`config.mk`:
```
export PLATFORM = sky130hd
export DESIGN_NAME = timer_regs
export DESIGN_NICKNAME = d
export VERILOG_FILES = /design/src/rtl/timer_regs_pkg.sv /design/src/rtl/timer_edge_sel.sv /design/src/rtl/timer_regs.sv
export SDC_FILE = /design/constraint.sdc
export NUM_CORES = 1
export LEC_CHECK = 0
export CORE_UTILIZATION = 30
export DETAILED_ROUTE_END_ITERATION = 10
export GPL_TIMING_DRIVEN = 1
export MAX_ROUTING_LAYER = met4
export PLACE_DENSITY = 0.53
export REMOVE_ABC_BUFFERS = 1
export SLEW_MARGIN = 5
export SYNTH_ARGS = -nofsm -noshare
export SYNTH_HDL_FRONTEND = slang
export SYNTH_SLANG_ARGS = --single-unit
```
`constraint.sdc`:
```
create_clock -name iClock -period 7.5 [get_ports iClock]
set_input_delay 1.875 -clock iClock [delete_from_list [all_inputs] [get_ports iClock]]
set_output_delay 1.875 -clock iClock [all_outputs]
set_load 0.05 [all_outputs]
```
`src/rtl/timer_regs_pkg.sv`:
```
// Shared encodings for the timer_regs block: FSM states, register offsets,
// TAC field positions and the TAC-select to system-counter bit mapping.
package timer_regs_pkg;

    typedef enum logic [1:0] {
        TIMER_REGS_IDLE   = 2'd0,
        TIMER_REGS_RUN    = 2'd1,
        TIMER_REGS_RELOAD = 2'd2
    } timer_state_e;

    localparam logic [1:0] OFS_DIV  = 2'd0;
    localparam logic [1:0] OFS_TIMA = 2'd1;
    localparam logic [1:0] OFS_TMA  = 2'd2;
    localparam logic [1:0] OFS_TAC  = 2'd3;

    localparam int unsigned TAC_EN_BIT  = 2;
    localparam int unsigned TAC_SEL_MSB = 1;
    localparam int unsigned TAC_SEL_LSB = 0;

    localparam logic [3:0] SEL_BIT_00 = 4'd9;
    localparam logic [3:0] SEL_BIT_01 = 4'd3;
    localparam logic [3:0] SEL_BIT_10 = 4'd5;
    localparam logic [3:0] SEL_BIT_11 = 4'd7;

    function automatic logic [3:0] tac_sel_bit(input logic [1:0] sel);
        logic [3:0] bit_idx;
        case (sel)
            2'b00:   bit_idx = SEL_BIT_00;
            2'b01:   bit_idx = SEL_BIT_01;
            2'b10:   bit_idx = SEL_BIT_10;
            default: bit_idx = SEL_BIT_11;
        endcase
        return bit_idx;
    endfunction

endpackage

```
`src/rtl/timer_edge_sel.sv`:
```
// Timer input select from TAC plus falling-edge detect of the selected bit.
// Inputs are the next-state TAC and system counter, so steps, DIV writes and
// TAC writes all produce their edge through the same path.
module timer_edge_sel
    import timer_regs_pkg::*;
(
    input  logic        clk_i,
    input  logic        rst_ni,
    input  logic [2:0]  tac_i,
    input  logic [15:0] sys_cnt_i,
    output logic        fall_o
);

    logic sig_d;
    logic sig_q;

    always_comb begin
        sig_d = tac_i[TAC_EN_BIT]
              & sys_cnt_i[tac_sel_bit(tac_i[TAC_SEL_MSB:TAC_SEL_LSB])];
    end

    always_ff @(posedge clk_i or negedge rst_ni) begin
        if (!rst_ni) begin
            sig_q <= 1'b0;
        end else begin
            sig_q <= sig_d;
        end
    end

    assign fall_o = sig_q & ~sig_d;

endmodule

```
`src/rtl/timer_regs.sv`:
```
// DIV/TIMA/TMA/TAC timer registers advanced by a backlog of retired M-cycles,
// with a one-clock overflow interrupt request (vector 0x50).
module timer_regs
    import timer_regs_pkg::*;
#(
    parameter logic [15:0] ADDR_BASE = 16'hFF04,
    parameter int unsigned PEND_W    = 5
) (
    input  logic        iClock,
    input  logic        iReset_n,
    input  logic        iStepValid,
    input  logic [2:0]  iStepMCycles,
    input  logic [15:0] iAddr,
    input  logic        iWe,
    input  logic [7:0]  iWData,
    output logic [7:0]  oRData,
    output logic        oInterrupt0x50,
    output logic        oOverrun
);

    localparam logic [PEND_W:0] PEND_MAX = {1'b0, {PEND_W{1'b1}}};

    timer_state_e      state_q, state_d;
    logic [15:0]       sys_cnt_q, sys_cnt_d;
    logic [7:0]        tima_q, tima_d;
    logic [7:0]        tma_q, tma_d;
    logic [2:0]        tac_q, tac_d;
    logic [PEND_W-1:0] pend_q, pend_d;
    logic              ovr_q, ovr_d;

    logic [15:0]       ofs_full;
    logic              hit;
    logic [1:0]        ofs;
    logic              we_div, we_tima, we_tma, we_tac;
    logic              step, fall, overflow, irq;
    logic [2:0]        add_mc;
    logic [PEND_W:0]   pend_sum;

    assign ofs_full = iAddr - ADDR_BASE;
    assign hit      = (ofs_full[15:2] == '0);
    assign ofs      = ofs_full[1:0];
    assign we_div   = iWe & hit & (ofs == OFS_DIV);
    assign we_tima  = iWe & hit & (ofs == OFS_TIMA);
    assign we_tma   = iWe & hit & (ofs == OFS_TMA);
    assign we_tac   = iWe & hit & (ofs == OFS_TAC);

    assign step   = (state_q != TIMER_REGS_IDLE) && (pend_q != '0);
    assign add_mc = iStepValid ? iStepMCycles : 3'd0;

    // One spare bit lets the net add/consume be compared against saturation.
    always_comb begin : backlog
        pend_sum = {1'b0, pend_q} + {{(PEND_W-2){1'b0}}, add_mc}
                 - {{PEND_W{1'b0}}, step};
        pend_d   = pend_sum[PEND_W-1:0];
        ovr_d    = ovr_q;
        if (pend_sum > PEND_MAX) begin
            pend_d = '1;
            ovr_d  = 1'b1;
        end
    end

    assign sys_cnt_d = we_div ? '0 : (step ? sys_cnt_q + 16'd4 : sys_cnt_q);
    assign tac_d     = we_tac ? iWData[2:0] : tac_q;
    assign tma_d     = we_tma ? iWData : tma_q;

    timer_edge_sel u_edge (
        .clk_i     (iClock),
        .rst_ni    (iReset_n),
        .tac_i     (tac_d),
        .sys_cnt_i (sys_cnt_d),
        .fall_o    (fall)
    );

    always_comb begin : tima_fsm
        tima_d   = tima_q;
        state_d  = state_q;
        overflow = 1'b0;
        irq      = (state_q == TIMER_REGS_RELOAD) && step && !we_tima;

        // TIMA write beats reload and edge increments; TIMA is held at 0 in RELOAD.
        if (we_tima) begin
            tima_d = iWData;
        end else if (state_q == TIMER_REGS_RELOAD) begin
            if (step) begin
                tima_d = tma_d;
            end
        end else if (fall) begin
            tima_d   = tima_q + 8'd1;
            overflow = (tima_q == 8'hFF);
        end

        unique case (state_q)
            TIMER_REGS_IDLE: begin
                if (overflow) begin
                    state_d = TIMER_REGS_RELOAD;
                end else if ((pend_q != '0) || (iStepValid && (iStepMCycles != '0))) begin
                    state_d = TIMER_REGS_RUN;
                end
            end
            TIMER_REGS_RUN: begin
                if (overflow) begin
                    state_d = TIMER_REGS_RELOAD;
                end else if (pend_d == '0) begin
                    state_d = TIMER_REGS_IDLE;
                end
            end
            TIMER_REGS_RELOAD: begin
                if (we_tima || step) begin
                    state_d = (pend_d != '0) ? TIMER_REGS_RUN : TIMER_REGS_IDLE;
                end
            end
            default: state_d = TIMER_REGS_IDLE;
        endcase
    end

    always_ff @(posedge iClock or negedge iReset_n) begin
        if (!iReset_n) begin
            state_q   <= TIMER_REGS_IDLE;
            sys_cnt_q <= '0;
            tima_q    <= '0;
            tma_q     <= '0;
            tac_q     <= '0;
            pend_q    <= '0;
            ovr_q     <= 1'b0;
        end else begin
            state_q   <= state_d;
            sys_cnt_q <= sys_cnt_d;
            tima_q    <= tima_d;
            tma_q     <= tma_d;
            tac_q     <= tac_d;
            pend_q    <= pend_d;
            ovr_q     <= ovr_d;
        end
    end

    always_comb begin : read_mux
        oRData = 8'hFF;
        if (hit) begin
            case (ofs)
                OFS_DIV:  oRData = sys_cnt_q[15:8];
                OFS_TIMA: oRData = tima_q;
                OFS_TMA:  oRData = tma_q;
                OFS_TAC:  oRData = {5'b11111, tac_q};
                default:  oRData = 8'hFF;
            endcase
        end
    end

    assign oInterrupt0x50 = irq;
    assign oOverrun       = ovr_q;

endmodule

```
==> metrics.txt, run 1 <==
# TYPE chip_impl_metric gauge
chip_impl_info{name="postSynth.topFlopCell",value="dfrtp_1"} 1
chip_impl_metric{name="required",unit="ps"} 5620
chip_impl_info{name="grt_setup_unrepaired",value="false"} 1
chip_impl_metric{name="viasPerCell",unit=""} 5.10
chip_impl_metric{name="clk_transition_reported_paths",unit="ps"} 80
chip_impl_info{name="critical_path.startpoint_type",value="input port"} 1
chip_impl_metric{name="min_period",unit="ps"} 6170
chip_impl_metric{name="tns",unit="ps"} 0
chip_impl_metric{name="synth_cell_type_count",unit=""} 62
chip_impl_metric{name="clock_latency_late_sink",unit="ps"} 290
chip_impl_metric{name="area_growth_syn_to_layout",unit="%"} 21.9
chip_impl_metric{name="async_flop_share",unit="%"} 100
chip_impl_metric{name="synthesis.yosys.warnings",unit=""} 0
chip_impl_metric{name="numCtsBuffers",unit=""} 5
chip_impl_metric{name="antenna_left",unit=""} 0
chip_impl_metric{name="critical_path_peak_fanout",unit=""} 9
chip_impl_metric{name="grt_max_degree",unit=""} 43
chip_impl_metric{name="worst_pin_slew",unit="ps"} 973
chip_impl_metric{name="hpwlAfterDp",unit="mm"} 5.17
chip_impl_metric{name="starting_utilization_of_the_core_area",unit="%"} 30.9
chip_impl_metric{name="max_slew_headroom",unit="%"} 35.2
chip_impl_metric{name="layout_worst_path_cycle_share",unit="%"} 82.3
chip_impl_info{name="yosysMostFrequentCell",value="dfrtp_1"} 1
chip_impl_metric{name="final.fill_count",unit=""} 937
chip_impl_metric{name="antenna_found_initial",unit=""} 0
chip_impl_metric{name="setup_viol",unit=""} 0
chip_impl_metric{name="maxCapViolations",unit=""} 0
chip_impl_metric{name="power_leakage",unit="nW"} 1.54
chip_impl_metric{name="syn-cell-area",unit="mm2"} 0.00284
chip_impl_metric{name="cp_data_arrival_time",unit="ps"} 4300
chip_impl_metric{name="synth_edf_count",unit=""} 0
chip_impl_metric{name="final.setup_skew",unit="ps"} 5.78
chip_impl_metric{name="htreeDepth",unit=""} 2
chip_impl_metric{name="finalHoldViolCount",unit=""} 0
chip_impl_metric{name="vdd_ir_drop_max",unit="mV"} 0.152
chip_impl_metric{name="max_clock_freq",unit="MHz"} 162
chip_impl_metric{name="final_count_of_pins_violating_max_slew",unit=""} 0
chip_impl_metric{name="synth_area_per_cell",unit="um2"} 9.47
chip_impl_metric{name="firstDrtPassIters",unit=""} 4
chip_impl_metric{name="port-buffer-count",unit=""} 40
chip_impl_metric{name="floorplan.die.width",unit="um"} 99.3
chip_impl_metric{name="net_count_reported_at_finish",unit=""} 382
chip_impl_info{name="synth_top_cell_by_area",value="dfrtp_1"} 1
chip_impl_metric{name="final_weighted_congestion_of_routability_driven_global_placement",unit=""} 0.807
chip_impl_metric{name="yosys.area.top_type_share",unit="%"} 37.0
chip_impl_info{name="cts_tree",value="yes"} 1
chip_impl_info{name="worstSetupEndpointType",value="output port"} 1
chip_impl_metric{name="cts.repair.resized",unit=""} 0
chip_impl_metric{name="wl_per_cell",unit="um"} 15.3
chip_impl_metric{name="wire_length_of_the_first_global_routing_pass",unit="mm"} 11.7
chip_impl_metric{name="die_height",unit="um"} 99.3
chip_impl_metric{name="ys_ff_latch",unit=""} 42
chip_impl_metric{name="post_cts_setup_buffers",unit=""} 0
chip_impl_info{name="run_status",value="complete, no violations"} 1
chip_impl_metric{name="drt_wl_total",unit="mm"} 6.91
chip_impl_metric{name="global_route.overflow_total",unit=""} 0
chip_impl_metric{name="synthesis.instances",unit=""} 300
chip_impl_info{name="post_synth_main_area_contributors",value="dfrtp_1, mux2_2, nor2_1"} 1
chip_impl_metric{name="die_area",unit="mm2"} 0.00986
chip_impl_metric{name="row_count",unit=""} 35
chip_impl_metric{name="hold_buffers",unit=""} 0
chip_impl_metric{name="diodes",unit=""} 0
chip_impl_metric{name="num_io_pins",unit=""} 41
chip_impl_metric{name="coreArea",unit="mm2"} 0.00920
chip_impl_metric{name="dr_total_vias",unit=""} 2300
chip_impl_metric{name="route.detailed.drc",unit=""} 0
chip_impl_info{name="crit_type",value="input port to output port"} 1
chip_impl_metric{name="seq_area_frac_synth",unit="%"} 37.0
chip_impl_metric{name="vias_in_the_first_global_route",unit=""} 2334
chip_impl_info{name="hold_class",value="register to register"} 1
chip_impl_metric{name="finish.utilization",unit="%"} 37.7
chip_impl_metric{name="post_route_cells_drive_above_1_share",unit="%"} 13.5
chip_impl_info{name="root_buffer",value="clkbuf_8"} 1
chip_impl_metric{name="hold-worst-slack",unit="ps"} 479
chip_impl_info{name="synth_commonest_cells",value="dfrtp_1, nor2_1, nand2_1"} 1
chip_impl_metric{name="detailed_router_s_first_iteration_violation_count",unit=""} 56
chip_impl_metric{name="grtUsageTotal",unit="%"} 15.4
chip_impl_metric{name="clk_path_buf_depth",unit=""} 2
chip_impl_metric{name="p_per_area",unit="mW/mm2"} 230
chip_impl_metric{name="clock_sinks",unit=""} 42
-- through the flow --
stage | setup slack (ps) | instances | total power, mW | area (um2)
2_1_floorplan | 1660 | 290 | 0.538 | 2790
3_3_place_gp | 1310 | 444 | 0.612 | 3350
3_5_place_dp | 1300 | 444 | 0.621 | 3350
4_1_cts | 1300 | 451 | 0.810 | 3460
5_1_grt | 1210 | 451 | 0.866 | 3460
6_report | 1330 | 451 | 0.798 | 3460
-- cell usage in the layout (no fill, tap or decap), types with 4 or more instances in the layout --
cell / synthesis / routed
a21oi_1: 8 / 8
a221o_1: 4 / 4
and3_1: 4 / 4
clkbuf_8: 0 / 6
clkdlybuf4s50_1: 0 / 39
dfrtp_1: 42 / 42
ha_1: 10 / 10
inv_1: 17 / 17
mux2_2: 13 / 13
nand2_1: 29 / 29
nand2b_1: 10 / 10
nand3_1: 14 / 14
nand4_1: 6 / 6
nand4b_1: 4 / 4
nor2_1: 35 / 35
o21ai_0: 12 / 12
o22ai_1: 5 / 5
xnor2_1: 11 / 11
xor2_1: 10 / 10
-- routing by layer --
layer,vias up,share of wire (%),global-route usage [%]
met2,54,47,25.9
met5,-,0,-
met4,0,1.4,3.73
li1,1137,-,-
met1,1099,47,18.9
met3,10,4.5,3.16
-- flip-flops by register name, summed over array words and instances (netlist names) --
name	cells
tma_q	8
tima_q	8
pend_q	5
state_q	2
u_edge.sig_q	1
oOverrun	1
sys_cnt_q	14
tac_q	3
-- worst paths after layout --
check	endpoint	start	cells past startpoint	slack, ps
max	oInterrupt0x50	iAddr[4]	8	1330
min	oOverrun	oOverrun	1	480
max reg2reg	state_q[0]	pend_q[0]	14	3790
min reg2reg	oOverrun	oOverrun	1	480
max in group asynchronous	tma_q[2]	iReset_n	1	5160
min in group asynchronous	sys_cnt_q[13]	iReset_n	1	1730
-- critical path: stages --
cell and delay, ps:
clkdlybuf4s50_1 390, or4b_4 560, nor4_2 220, buf_4 200, nand2_1 90, nor2_1 160
nor2_1 70, clkdlybuf4s50_1 730
-- kinds of logic (layout without fill, tap and decap cells) --
logic type      count (synthesis)  after routing  synth area share (%)
flops                          42             42                  37.0
compound gates                 47             47                  12.5
mux                            22             22                  10.3
fa+ha+maj                      11             11                  5.11
buf+inv                        28             68                  4.01
xor+xnor                       21             21                  6.48
simple gates                  129            129                  24.6
-- where the power goes --
part / total [mW] / internal [mW] / switching, mW
combinational: 0.306 / 0.146 / 0.161
sequential: 0.305 / 0.263 / 0.0421
clock: 0.186 / 0.107 / 0.0797
-- layout make-up --
class	count	area (um2)	area share, %
Multi-Input combinational cell	230	1680	48.4
Tap cell	111	139	4.01
Inverter	18	67.6	1.95
Timing Repair Buffer	43	418	12.1
Sequential cell	42	1050	30.3
Clock inverter	1	30.0	0.867
Clock buffer	6	82.6	2.38
(Power assumes the default switching activity.)
==> run 2: changes to the inputs <==
Clock period 7.5 ns to 5.75 ns, I/O delays scaled along.
==> run 2 against run 1 <==
  * Global-route usage hardly changed
  * Register-to-register slack worse by 1700 ps
  * Critical path depth is 4 lower
  * Sequential share of layout area is 0.34 points higher
==> metrics.txt, run 2 (synthesis results as in run 1) <==
# TYPE chip_impl_metric gauge
chip_impl_metric{name="largest_register_ffs",unit=""} 14
chip_impl_info{name="crit_type",value="input port to output port"} 1
chip_impl_info{name="run_status",value="complete, no violations"} 1
chip_impl_metric{name="grtUsageTotal",unit="%"} 15.4
chip_impl_metric{name="htreeDepth",unit=""} 2
chip_impl_metric{name="clock_sinks",unit=""} 42
chip_impl_metric{name="required",unit="ps"} 4310
chip_impl_metric{name="cts.repair.resized",unit=""} 0
chip_impl_info{name="top_register",value="sys_cnt_q"} 1
chip_impl_metric{name="grt_max_degree",unit=""} 43
chip_impl_metric{name="final_count_of_pins_violating_max_slew",unit=""} 0
chip_impl_info{name="path_common_cell",value="clkdlybuf4s50_1"} 1
chip_impl_info{name="worstSetupEndpointType",value="output port"} 1
chip_impl_info{name="critical_path.slowest_cell",value="clkdlybuf4s50_1"} 1
chip_impl_metric{name="viasPerCell",unit=""} 5.14
chip_impl_metric{name="coreArea",unit="mm2"} 0.00920
chip_impl_metric{name="firstDrtPassIters",unit=""} 4
chip_impl_metric{name="power.combinational.fraction",unit="%"} 40.4
chip_impl_metric{name="antenna_found_initial",unit=""} 0
chip_impl_metric{name="starting_utilization_of_the_core_area",unit="%"} 30.9
chip_impl_info{name="cp_cell_instances",value="clkdlybuf4s50_1, mux4_2, nand2b_1, clkdlybuf4s50_1"} 1
chip_impl_metric{name="layout_worst_path_cycle_share",unit="%"} 89.9
chip_impl_info{name="hold_class",value="register to register"} 1
chip_impl_metric{name="vdd_ir_drop_max",unit="mV"} 0.196
chip_impl_metric{name="drt_wl_total",unit="mm"} 6.91
chip_impl_metric{name="power_leakage",unit="nW"} 1.52
chip_impl_metric{name="floorplan.die.width",unit="um"} 99.3
chip_impl_info{name="root_buffer",value="clkbuf_8"} 1
chip_impl_metric{name="clock_latency_late_sink",unit="ps"} 290
chip_impl_metric{name="worst_pin_slew",unit="ps"} 995
chip_impl_metric{name="maxCapViolations",unit=""} 0
chip_impl_metric{name="max_slew_headroom",unit="%"} 33.7
chip_impl_metric{name="hpwlAfterDp",unit="mm"} 5.17
chip_impl_metric{name="die_area",unit="mm2"} 0.00986
chip_impl_metric{name="post_cts_setup_buffers",unit=""} 0
chip_impl_info{name="cts_tree",value="yes"} 1
chip_impl_metric{name="vias_in_the_first_global_route",unit=""} 2341
chip_impl_metric{name="net_count_reported_at_finish",unit=""} 382
chip_impl_metric{name="placed_cell_area",unit="mm2"} 0.00335
chip_impl_metric{name="hold_buffers",unit=""} 0
chip_impl_metric{name="clk_path_buf_depth",unit=""} 2
chip_impl_metric{name="cp_data_arrival_time",unit="ps"} 3730
chip_impl_metric{name="max_clock_freq",unit="MHz"} 194
chip_impl_info{name="crit-reg2reg-launch",value="pend_q[1]"} 1
chip_impl_metric{name="numCtsBuffers",unit=""} 5
chip_impl_info{name="grt_setup_unrepaired",value="false"} 1
chip_impl_metric{name="p_seq_share",unit="%"} 40.8
chip_impl_metric{name="final_weighted_congestion_of_routability_driven_global_placement",unit=""} 0.779
chip_impl_metric{name="min_period",unit="ps"} 5170
chip_impl_info{name="critical_path.startpoint_type",value="input port"} 1
chip_impl_info{name="cp-startpoint",value="iAddr[0]"} 1
chip_impl_metric{name="num_io_pins",unit=""} 41
chip_impl_metric{name="share_clk_of_total_power",unit="%"} 18.8
chip_impl_metric{name="dpl.cell_count",unit=""} 444
chip_impl_metric{name="switchingPower",unit="uW"} 357
chip_impl_metric{name="detailed_router_s_first_iteration_violation_count",unit=""} 34
chip_impl_metric{name="finalHoldViolCount",unit=""} 0
chip_impl_metric{name="die_height",unit="um"} 99.3
chip_impl_metric{name="dr_total_vias",unit=""} 2319
chip_impl_metric{name="area_growth_syn_to_layout",unit="%"} 20.6
chip_impl_info{name="reg.largest.list",value="sys_cnt_q x14, tima_q x8, tma_q x8"} 1
chip_impl_metric{name="diodes",unit=""} 0
chip_impl_metric{name="setup_viol",unit=""} 0
chip_impl_metric{name="total_power",unit="uW"} 973
chip_impl_metric{name="antenna_left",unit=""} 0
chip_impl_metric{name="post_route_cells_drive_above_1_share",unit="%"} 13.2
chip_impl_info{name="mostFrequentLayoutCells",value="dfrtp_1, clkdlybuf4s50_1, nor2_1"} 1
chip_impl_metric{name="route.detailed.drc",unit=""} 0
chip_impl_metric{name="critical_path_peak_fanout",unit=""} 14
chip_impl_metric{name="wl_per_cell",unit="um"} 15.3
chip_impl_metric{name="row_count",unit=""} 35
chip_impl_metric{name="p_per_area",unit="mW/mm2"} 284
chip_impl_metric{name="wire_length_of_the_first_global_routing_pass",unit="mm"} 11.5
chip_impl_metric{name="final.setup_skew",unit="ps"} 4.62
chip_impl_metric{name="critical-path-max-stage-delay",unit="ps"} 850
chip_impl_metric{name="final_area",unit="mm2"} 0.00342
chip_impl_info{name="min_from",value="oOverrun"} 1
chip_impl_metric{name="clk_transition_reported_paths",unit="ps"} 80
chip_impl_info{name="layout.cells.most_common",value="dfrtp_1"} 1
chip_impl_metric{name="global_route.overflow_total",unit=""} 0
chip_impl_metric{name="tns",unit="ps"} 0
chip_impl_metric{name="stdcell_count",unit=""} 451
chip_impl_metric{name="internal_power",unit="uW"} 616
chip_impl_metric{name="switching_share",unit="%"} 36.7
chip_impl_metric{name="port-buffer-count",unit=""} 40
chip_impl_metric{name="hold-worst-slack",unit="ps"} 486
## run 2: area by class of cell
class,instances,area (um2)
sequential,42,1050
timing repair buffer,43,415
clock buffer,7,76.3
fill,946,5770
inverter,18,67.6
multi-input combinational,230,1680
tap,111,139
## run 2: path summary, 6_finish.rpt
check | to | slack [ps] | cells past startpoint
worst min register to register | oOverrun | 490 | 1
worst max-delay path | oRData[1] | 580 | 4
worst max register to register | state_q[0] | 2050 | 14
max in group asynchronous | tima_q[6] | 3830 | 1
worst min-delay path | oOverrun | 490 | 1
min in group asynchronous | sys_cnt_q[12] | 1310 | 1
## run 2: stage by stage
| stage | setup WS (ps) | utilization, % |
|---|---|---|
| 6_report | 583 | 37.2 |
| 5_1_grt | 471 | 37.2 |
| 4_1_cts | 579 | 37.2 |
| 3_5_place_dp | 600 | 36.4 |
| 3_3_place_gp | 609 | 36.4 |
| 2_1_floorplan | 781 | - |
## run 2: critical path, delay by kind of cell
kind,cells,cell delay [ps]
buf+inv,2,1540
mux,1,590
simple gates,1,150
## run 2: per-layer routing
layer,GRT usage (%),part of all wire (%)
met5,-,0
met4,4.41,1.8
met3,2.74,4.5
met2,25.6,47
met1,19.1,47
## run 2: power groups by stage
stage | Clock (mW) | Sequential (mW) | Combinational (mW)
3_3_place_gp | 0 | 0.404 | 0.393
2_1_floorplan | 0 | 0.389 | 0.313
5_1_grt | 0.200 | 0.405 | 0.448
4_1_cts | 0.190 | 0.398 | 0.402
3_5_place_dp | 0 | 0.404 | 0.398
6_report | 0.183 | 0.397 | 0.393
